<file path="config.mk">
export PLATFORM = sky130hd
export DESIGN_NAME = instr_encode_loader
export DESIGN_NICKNAME = d
export VERILOG_FILES = /design/src/rtl/instr_encode_loader_pkg.sv /design/src/rtl/instr_field_packer.sv /design/src/rtl/instr_encode_loader.sv
export SDC_FILE = /design/constraint.sdc
export NUM_CORES = 1
export LEC_CHECK = 0
export ABC_AREA = 1
export CELL_PAD_IN_SITES_DETAIL_PLACEMENT = 1
export CELL_PAD_IN_SITES_GLOBAL_PLACEMENT = 2
export CORE_MARGIN = 4
export CORE_UTILIZATION = 23
export CTS_CLUSTER_SIZE = 10
export DETAILED_ROUTE_END_ITERATION = 7
export PLACE_DENSITY_LB_ADDON = 0.1
export SLEW_MARGIN = 20
export SYNTH_ARGS = -nofsm -noshare
export SYNTH_HDL_FRONTEND = slang
export SYNTH_SLANG_ARGS = --single-unit
</file>
<file path="constraint.sdc">
create_clock -name clk -period 2.3 [get_ports clk]
set_input_delay 0.23 -clock clk [delete_from_list [all_inputs] [get_ports clk]]
set_output_delay 0.23 -clock clk [all_outputs]
set_load 0.005 [all_outputs]
</file>
<file path="src/rtl/instr_encode_loader_pkg.sv">
// Shared types for the instruction encode/loader: formats, FSM states, field widths.
// Also holds the MIPS opcode and function-code values used by the optional op check.
// Pure declarations, no logic; imported by the loader top and the field packer.
package instr_encode_loader_pkg;

  localparam int AddrW   = 10;
  localparam int WordW   = 32;
  localparam int CountW  = 11;
  localparam int OpW     = 6;
  localparam int FuncW   = 6;
  localparam int RegW    = 5;
  localparam int ShamtW  = 5;
  localparam int ImmW    = 16;
  localparam int TargetW = 26;

  localparam logic [AddrW-1:0] AddrMax = '1;

  typedef enum logic [1:0] {
    FmtR    = 2'd0,
    FmtI    = 2'd1,
    FmtJ    = 2'd2,
    FmtRsvd = 2'd3
  } fmt_e;

  typedef enum logic [1:0] {
    StIdle   = 2'd0,
    StAccept = 2'd1,
    StWrite  = 2'd2,
    StDone   = 2'd3
  } state_e;

  typedef struct packed {
    logic [OpW-1:0]     op;
    logic [FuncW-1:0]   func;
    logic [RegW-1:0]    rs;
    logic [RegW-1:0]    rt;
    logic [RegW-1:0]    rd;
    logic [ShamtW-1:0]  shamt;
    logic [ImmW-1:0]    imm;
    logic [TargetW-1:0] target;
  } req_t;

  // MIPS primary opcodes
  localparam logic [OpW-1:0] OpRegimm = 6'h01;  // BGEZ lives under REGIMM
  localparam logic [OpW-1:0] OpJ      = 6'h02;
  localparam logic [OpW-1:0] OpJal    = 6'h03;
  localparam logic [OpW-1:0] OpBeq    = 6'h04;
  localparam logic [OpW-1:0] OpBne    = 6'h05;
  localparam logic [OpW-1:0] OpBlez   = 6'h06;
  localparam logic [OpW-1:0] OpBgtz   = 6'h07;
  localparam logic [OpW-1:0] OpAddi   = 6'h08;
  localparam logic [OpW-1:0] OpAddiu  = 6'h09;
  localparam logic [OpW-1:0] OpSlti   = 6'h0A;
  localparam logic [OpW-1:0] OpSltiu  = 6'h0B;
  localparam logic [OpW-1:0] OpAndi   = 6'h0C;
  localparam logic [OpW-1:0] OpOri    = 6'h0D;
  localparam logic [OpW-1:0] OpXori   = 6'h0E;
  localparam logic [OpW-1:0] OpLui    = 6'h0F;
  localparam logic [OpW-1:0] OpLb     = 6'h20;
  localparam logic [OpW-1:0] OpLh     = 6'h21;
  localparam logic [OpW-1:0] OpLw     = 6'h23;
  localparam logic [OpW-1:0] OpLbu    = 6'h24;
  localparam logic [OpW-1:0] OpLhu    = 6'h25;
  localparam logic [OpW-1:0] OpSb     = 6'h28;
  localparam logic [OpW-1:0] OpSh     = 6'h29;
  localparam logic [OpW-1:0] OpSw     = 6'h2B;

  // MIPS SPECIAL function codes
  localparam logic [FuncW-1:0] FnSll  = 6'h00;
  localparam logic [FuncW-1:0] FnSrl  = 6'h02;
  localparam logic [FuncW-1:0] FnSra  = 6'h03;
  localparam logic [FuncW-1:0] FnSllv = 6'h04;
  localparam logic [FuncW-1:0] FnSrlv = 6'h06;
  localparam logic [FuncW-1:0] FnSrav = 6'h07;
  localparam logic [FuncW-1:0] FnJr   = 6'h08;
  localparam logic [FuncW-1:0] FnAdd  = 6'h20;
  localparam logic [FuncW-1:0] FnAddu = 6'h21;
  localparam logic [FuncW-1:0] FnSub  = 6'h22;
  localparam logic [FuncW-1:0] FnSubu = 6'h23;
  localparam logic [FuncW-1:0] FnAnd  = 6'h24;
  localparam logic [FuncW-1:0] FnOr   = 6'h25;
  localparam logic [FuncW-1:0] FnXor  = 6'h26;
  localparam logic [FuncW-1:0] FnSlt  = 6'h2A;
  localparam logic [FuncW-1:0] FnSltu = 6'h2B;

  function automatic logic isSupportedFunc(input logic [FuncW-1:0] func);
    case (func)
      FnSll, FnSrl, FnSra, FnSllv, FnSrlv, FnSrav, FnJr,
      FnAdd, FnAddu, FnSub, FnSubu, FnAnd, FnOr, FnXor,
      FnSlt, FnSltu: return 1'b1;
      default:       return 1'b0;
    endcase
  endfunction

  function automatic logic isSupportedOp(input logic [OpW-1:0] op);
    case (op)
      OpAddi, OpAddiu, OpAndi, OpOri, OpXori, OpLui, OpSlti, OpSltiu,
      OpLw, OpLh, OpLhu, OpLb, OpLbu, OpSw, OpSh, OpSb,
      OpBeq, OpBne, OpRegimm, OpBgtz, OpBlez, OpJ, OpJal: return 1'b1;
      default:                                            return 1'b0;
    endcase
  endfunction

endpackage

</file>
<file path="src/rtl/instr_field_packer.sv">
// Packs request fields into a 32-bit MIPS word and flags unsupported requests.
// Latency: purely combinational, zero cycles.
// Backpressure: none; the caller decides when the result is sampled.
module instr_field_packer
  import instr_encode_loader_pkg::*;
(
  input  fmt_e             fmt,
  input  req_t             fields,
  output logic [WordW-1:0] encWord,
  output logic             encValid
);

  // Format-dependent field concatenation; the reserved format encodes as zero.
  always_comb begin
    encWord = '0;
    case (fmt)
      FmtR:    encWord = {6'b0, fields.rs, fields.rt, fields.rd, fields.shamt, fields.func};
      FmtI:    encWord = {fields.op, fields.rs, fields.rt, fields.imm};
      FmtJ:    encWord = {fields.op, fields.target};
      default: encWord = '0;
    endcase
  end

`ifdef ENC_OPCHECK_EN
  // R-format is judged on func, I/J on the primary opcode; the reserved format never passes.
  always_comb begin
    encValid = 1'b0;
    case (fmt)
      FmtR:       encValid = isSupportedFunc(fields.func);
      FmtI, FmtJ: encValid = isSupportedOp(fields.op);
      default:    encValid = 1'b0;
    endcase
  end
`else
  assign encValid = 1'b1;
`endif

endmodule

</file>
<file path="src/rtl/instr_encode_loader.sv">
// Accepts encode requests and writes packed instructions into sequential imem words.
// Latency: write one cycle after accept; at most one word every two cycles.
// Backpressure: req_ready high only in ACCEPT. Optional ENC_OPCHECK_EN drops unsupported ops.
module instr_encode_loader
  import instr_encode_loader_pkg::*;
(
  input  logic               clk,
  input  logic               rst,
  input  logic               start,
  input  logic [AddrW-1:0]   base_addr,
  input  logic               req_valid,
  output logic               req_ready,
  input  logic [1:0]         req_fmt,
  input  logic               req_last,
  input  logic [OpW-1:0]     req_op,
  input  logic [FuncW-1:0]   req_func,
  input  logic [RegW-1:0]    req_rs,
  input  logic [RegW-1:0]    req_rt,
  input  logic [RegW-1:0]    req_rd,
  input  logic [ShamtW-1:0]  req_shamt,
  input  logic [ImmW-1:0]    req_imm,
  input  logic [TargetW-1:0] req_target,
  output logic               imem_we,
  output logic [AddrW-1:0]   imem_addr,
  output logic [WordW-1:0]   imem_wdata,
  output logic               busy,
  output logic               done,
  output logic               err_ovf,
  output logic               err_invop,
  output logic [CountW-1:0]  word_count
);

  state_e            state;
  state_e            stateNext;
  logic [AddrW-1:0]  addr;
  logic [CountW-1:0] wordCount;
  logic [WordW-1:0]  wordReg;
  logic              lastReg;
  logic              errOvf;
  logic [WordW-1:0]  encWord;
  logic              encValid;
  req_t              reqFields;

  assign reqFields = '{op: req_op, func: req_func, rs: req_rs, rt: req_rt, rd: req_rd,
                       shamt: req_shamt, imm: req_imm, target: req_target};

  instr_field_packer uPacker (
    .fmt      (fmt_e'(req_fmt)),
    .fields   (reqFields),
    .encWord  (encWord),
    .encValid (encValid)
  );

  // State register; async reset lands in IDLE so imem_we drops immediately.
  always_ff @(posedge clk or posedge rst) begin
    if (rst) state <= StIdle;
    else     state <= stateNext;
  end

  // Next-state and state-decoded outputs.
  always_comb begin
    stateNext = state;
    req_ready = 1'b0;
    imem_we   = 1'b0;
    done      = 1'b0;
    busy      = 1'b1;
    case (state)
      StIdle: begin
        busy = 1'b0;
        if (start) stateNext = StAccept;
      end
      StAccept: begin
        req_ready = 1'b1;
        if (req_valid) begin
          if (encValid)      stateNext = StWrite;
          else if (req_last) stateNext = StDone;
        end
      end
      StWrite: begin
        imem_we = 1'b1;
        // The top word is the last one we may touch, so the session ends there.
        if (lastReg || addr == AddrMax) stateNext = StDone;
        else                            stateNext = StAccept;
      end
      StDone: begin
        done      = 1'b1;
        stateNext = StIdle;
      end
      default: stateNext = StIdle;
    endcase
  end

  // Session datapath: address pointer, captured word, counters and overflow flag.
  always_ff @(posedge clk or posedge rst) begin
    if (rst) begin
      addr      <= '0;
      wordCount <= '0;
      wordReg   <= '0;
      lastReg   <= 1'b0;
      errOvf    <= 1'b0;
    end else begin
      case (state)
        StIdle: begin
          if (start) begin
            addr      <= base_addr;
            wordCount <= '0;
            errOvf    <= 1'b0;
          end
        end
        StAccept: begin
          if (req_valid && encValid) begin
            wordReg <= encWord;
            lastReg <= req_last;
          end
        end
        StWrite: begin
          wordCount <= wordCount + 1'b1;
          // Pointer parks at the top word instead of wrapping to zero.
          if (addr == AddrMax) begin
            if (!lastReg) errOvf <= 1'b1;
          end else begin
            addr <= addr + 1'b1;
          end
        end
        default: ;
      endcase
    end
  end

`ifdef ENC_OPCHECK_EN
  logic errInvop;

  // One-cycle flag for a request consumed without a write.
  always_ff @(posedge clk or posedge rst) begin
    if (rst) errInvop <= 1'b0;
    else     errInvop <= (state == StAccept) && req_valid && !encValid;
  end

  assign err_invop = errInvop;
`else
  assign err_invop = 1'b0;
`endif

  assign imem_addr  = addr;
  assign imem_wdata = wordReg;
  assign err_ovf    = errOvf;
  assign word_count = wordCount;

endmodule

</file>
Word level (Yosys, flattened, before mapping):

Index checks and enable logic that the tools add are counted.

* output and inout bits: 59
* register bits: 57

* muxes and demuxes: 18
* reduce and logical (&&, ||, !) cells: 9
* add/subtract/negate cells: 2
* eq/ne operators: 11

Operators by type and width (count)
* 32-bit case mux with 3 select lines: 1
* 11-bit case mux with 2 select lines: 1
* 10-bit two-way mux: 2
* 10-bit case mux with 2 select lines: 1
* 11-bit by 1-bit adder with 11-bit output, second input constant: 1
* 11-bit two-way mux: 1
* 10-bit by 1-bit adder with 10-bit output, second input constant: 1
* 10-bit equality test, second input constant: 1
* 2-bit inequality test, second input constant: 5
* 2-bit case mux with 4 select lines: 1
* 1-bit two-way mux: 7
* 2-bit equality test, second input constant: 3
* 2-bit two-way mux: 3
* 2-bit AND reduction: 3
* 2-bit by 1-bit equality test with 1-bit output, second input constant: 2
* 2-bit logical NOT: 2
* 4-bit AND reduction: 1
* 3-bit AND reduction: 1
* 1-bit case mux with 2 select lines: 1
* 2-bit nonzero test: 1
* 1-bit logical OR: 1

Longest topological paths before layout:

* word-level depth: 4
* depth in mapped cells: 9
* depth with buffers taken out: 9

By module:

Synthesis repeated with hierarchy kept, for this count alone.

* cells, all modules: 418
* area, all modules: 3433.3 µm²

By module, submodules not included
* instr_encode_loader: cells each 294, times used 1, area an instance 2866.5 µm²
* instr_field_packer: cells each 124, times used 1, area an instance 566.8 µm²

Worst setup path after synthesis:

No wires, ideal clock.

* path type: register to register
* start point: register addr[0] (netlist: imem_addr[0])
* end point: register addr[6] (netlist: imem_addr[6])
* path buffers: 1
* data arrival time: 1.375 ns
* path slack: 0.808 ns
* data required time: 2.183 ns
* cell stages (with the launch flop): 8
* clock period less this slack: 1.492 ns
* cells stage by stage: dfrtp_1 ha_1 nand4_2 o21ai_4 nand2_4 buf_6 nand2_1 nand2_1

* word-level cells in the longest chain between the ends: 3
* elaborated cells between the ends (all ways): 6
* classes of those cells: 1 x add/sub; 2 x eq/ne; 2 x mux; 1 x reduce/logical

Ends and longest elaborated chain
* start: declaration: line instr_encode_loader.sv:35 `logic [AddrW-1:0] addr;`
* start signal: assignment: line instr_encode_loader.sv:105 `addr <= base_addr;`
* start signal: assignment: line instr_encode_loader.sv:122 `addr <= addr + 1'b1;`
* 10-bit by 1-bit adder with 10-bit output or 10-bit equality test (tied branches): line instr_encode_loader.sv:122, instr_encode_loader.sv:119
* 10-bit two-way mux or 2-bit inequality test (tied branches)
* 10-bit case mux with 2 select lines or 3-bit AND reduction (tied branches)

Several ways; a longest one is shown, not always the timed one. The select of a mux whose other input is x is not followed.
A chain may end at the register's enable or synchronous reset.

Worst setup path in the final report:

* start point: register state[0]
* end point: output imem_we

* word-level cells in the longest chain between the ends: 2

Ends and longest elaborated chain
* start: declaration: line instr_encode_loader.sv:33 `state_e state;`
* start signal: assignment: line instr_encode_loader.sv:56 `if (rst) state <= StIdle;`
* start signal: assignment: line instr_encode_loader.sv:57 `else state <= stateNext;`
* 2-bit equality test: line instr_encode_loader.sv:67 `case (state)`
* 1-bit two-way mux: line instr_encode_loader.sv:67
* end: declaration: line instr_encode_loader.sv:23 `output logic imem_we,`

No other way between the ends.

==> flow_metrics.tcl <==
set metrics [dict create \
    dp.cells 749 \
    synth_area_um2 3138 \
    cts.sinks 57 \
    status "finished clean" \
    synth_common_cells "nand2_1, dfrtp_1, nand3_1" \
    path_class "register to output pin" \
    syn_to_final_growth_pct 64.87 \
    ys.flop_type "dfrtp_1" \
    ios 150 \
    htreeDepth 3 \
    peakVddDrop_mv 0.2784 \
    port-buffer-count 148 \
    yosys-top-cells-area "dfrtp_1, nand2_1, nand3_1" \
    synthCells 435 \
    synth-edff-count 0 \
    cp-start-kind "register" \
    synth_top_family_by_area "simple AND/OR/NAND/NOR gates" \
    cts_resized 0 \
    dp_hpwl_um 8636 \
    vias_per_cell 4.443 \
    worstSetupEndpointType "output pin" \
    layout_setup_ws_ns 0.3696 \
    finalCritPeriodShare_pct 83.93 \
    die_width_um 124.8 \
    grt_pass1_wl_um 19160 \
    synth_most_common_cell "nand2_1" \
    synth_area_leader_cell "dfrtp_1" \
    ys_seq_area_share_pct 45.45 \
    synth.area.mux_share_pct 0 \
    ctsHoldBuffers 0 \
    fmax_mhz 518.0 \
    min_path_type "input pin to async pin" \
    final_util_pct 38.91 \
    hold_viol_final 0 \
    vias 3399 \
    first_pass_iters 6 \
    min_period_ns 1.930 \
    synth_fp_nets 528 \
    ant_nets 0 \
    synth.avg_cell_area_um2 7.214 \
    synth-compound-area-share_pct 10.01 \
    cts_setup_buffers 0 \
    routabilityCongestion 0.7717 \
    place_ws_ns 0.2521 \
    cts_tree "done" \
    die_h_um 124.8 \
    drt-total-wl_um 11720 \
    path_cells "inv_2 > nand2_1 > inv_2 > clkdlybuf4s50_1" \
    drive_gt1_share_pct 7.131 \
    synth_adder_area_share_pct 0.7974 \
    drv_cap 0 \
    core_area_um2 13300 \
    tns_ns 0 \
    crit_family "buffers and inverters" \
    power_density_nw_per_um2 1098 \
    rsz0062_at_grt "no" \
    worstMarginPinSlew_ns 0.7046 \
    cp_max_fo 14 \
    drc 0 \
    yosysUniqueCellTypes 30 \
    p_leak_nw 2.373 \
    synth-async-reset-ratio_pct 100.0 \
    drv_slew 0 \
    grt_max_degree 58 \
    synth_warnings 0 \
    die_area_um2 15580 \
    cp_slowest_stage_delay_ns 0.56 \
    drt_iter0_drc 118 \
    path_buf_inv 3 \
    grt_antenna_before_repair 0 \
    max-slew-margin-rel_pct 52.98 \
    nFillCells 1633 \
    grt_use_total_pct 15.32 \
    clkTransAtPathRegs_ns 0.05 \
    cts-buffers-inserted 9 \
    routedWlPerCell_um 15.32 \
    cts_root_buffer "clkbuf_16" \
    synth-simple-area-share_pct 36.44 \
    cts_max_path_buffers 2 \
    grt_pass1_vias 3853 \
    antennaDiodeCount 0 \
    synthXorXnorAreaFrac_pct 0.2791 \
    grt-ovfl-total 0 \
    cpMostUsedCell "inv_2" \
    rows 42 \
    worstPathArrival_ns 1.70 \
    yosysTopAreaCellShare_pct 45.45 \
    start_util_pct 23.60 \
    critPathSlowestCell "clkdlybuf4s50_1" \
    instances_no_fill 765 \
    fin_skew_ns 0.002489 \
    critical_path_required_ns 2.07 \
    clkLatencyLatePin_ns 0.33 \
    setup_viol 0 \
    ys_ff_latch 57 \
    fin_nets 677 \
]
flip-flops by register name, summed over array words and instances, names as in the netlist:
register,cells
imem_addr,10
word_count,11
imem_wdata,32
err_ovf,1
lastReg,1
state,2
metrics by stage:
stage                     total power, mW  instance area [µm²]  hold slack (ns)
after floorplan                     2.735                 3138           0.3378
after global placement              4.067                 4812           0.4638
after detailed placement            4.106                 4815           0.4683
after CTS                           5.814                 5174           0.2833
after global routing                6.112                 5174           0.3066
final                               5.682                 5174           0.2768
kinds of logic after synthesis:
family | Yosys count
simple gates | 273
flops | 57
buf+inv | 51
compound gates | 50
fa+ha+maj | 2
xor+xnor | 1
other cells | 1
where the power goes:
group	switching, mW	leakage [nW]	internal (mW)
logic	1.05	1.47	1.24
registers	0.342	0.722	1.41
clock network	0.484	0.176	1.16
final cells by class:
cell class / instances / area, µm² / area share [%]
repair buffers: 154 / 1539 / 29.75
clock buffers: 10 / 229.0 / 4.426
multi-input cells: 327 / 1498 / 28.95
inverters: 35 / 131.4 / 2.539
clock inverters: 6 / 130.1 / 2.515
flip-flops and latches: 57 / 1426 / 27.57
well taps: 176 / 220.2 / 4.256
worst reg2reg max path, cell delays in order (launching register included):
cell and delay, ns:
dfrtp_1 0.48, ha_1 0.28, nand4_2 0.18, o21ai_4 0.36, nand2_4 0.20, nand2_1 0.14
o21ai_2 0.05
cells in the final DEF (no fill, tap or decap):
cell	netlist	routed
buf_12	0	1
nand4_2	1	1
a21oi_1	13	13
a31oi_1	1	1
o21ai_1	1	1
nand2_4	1	1
buf_4	3	5
ha_1	2	2
o21ai_2	3	3
nor3_1	4	4
nor2_2	1	2
o21ai_0	19	19
nor2_4	1	1
bufinv_16	0	4
nand2_2	2	2
nand4_1	5	5
inv_1	30	29
clkinv_2	0	2
clkbuf_1	7	1
inv_2	5	6
o22ai_1	2	2
dfrtp_1	57	57
or2_2	3	3
nand3_1	45	45
clkbuf_16	0	9
nand2_1	199	199
o21ai_4	1	1
nor2_1	10	9
a2bb2oi_1	10	10
nand3_2	1	1
conb_1	1	1
xor2_1	1	1
clkdlybuf4s50_1	0	148
worst paths after layout:
check / cells after the start / slack [ns] / startpoint / endpoint
setup / recovery: 4 / 0.37 / state[0] / imem_we
setup reg to reg: 6 / 0.50 / imem_addr[0] / imem_addr[5]
hold / removal: 3 / 0.28 / rst / imem_addr[8]
max in group asynchronous: 3 / 1.76 / rst / imem_wdata[30]
hold reg to reg: 2 / 0.48 / err_ovf / err_ovf
min in group clk: 3 / 0.45 / req_target[24] / imem_wdata[24]
layer usage:
metal	part of all wire [%]	global-route usage, %	vias to the layer above
li1	-	-	1691
met1	43	17.36	1602
met2	47	26.05	94
met3	7.9	5.660	12
met4	1.8	6.190	0
met5	0	0	-
No activity file was read; power rests on OpenSTA's default activity.
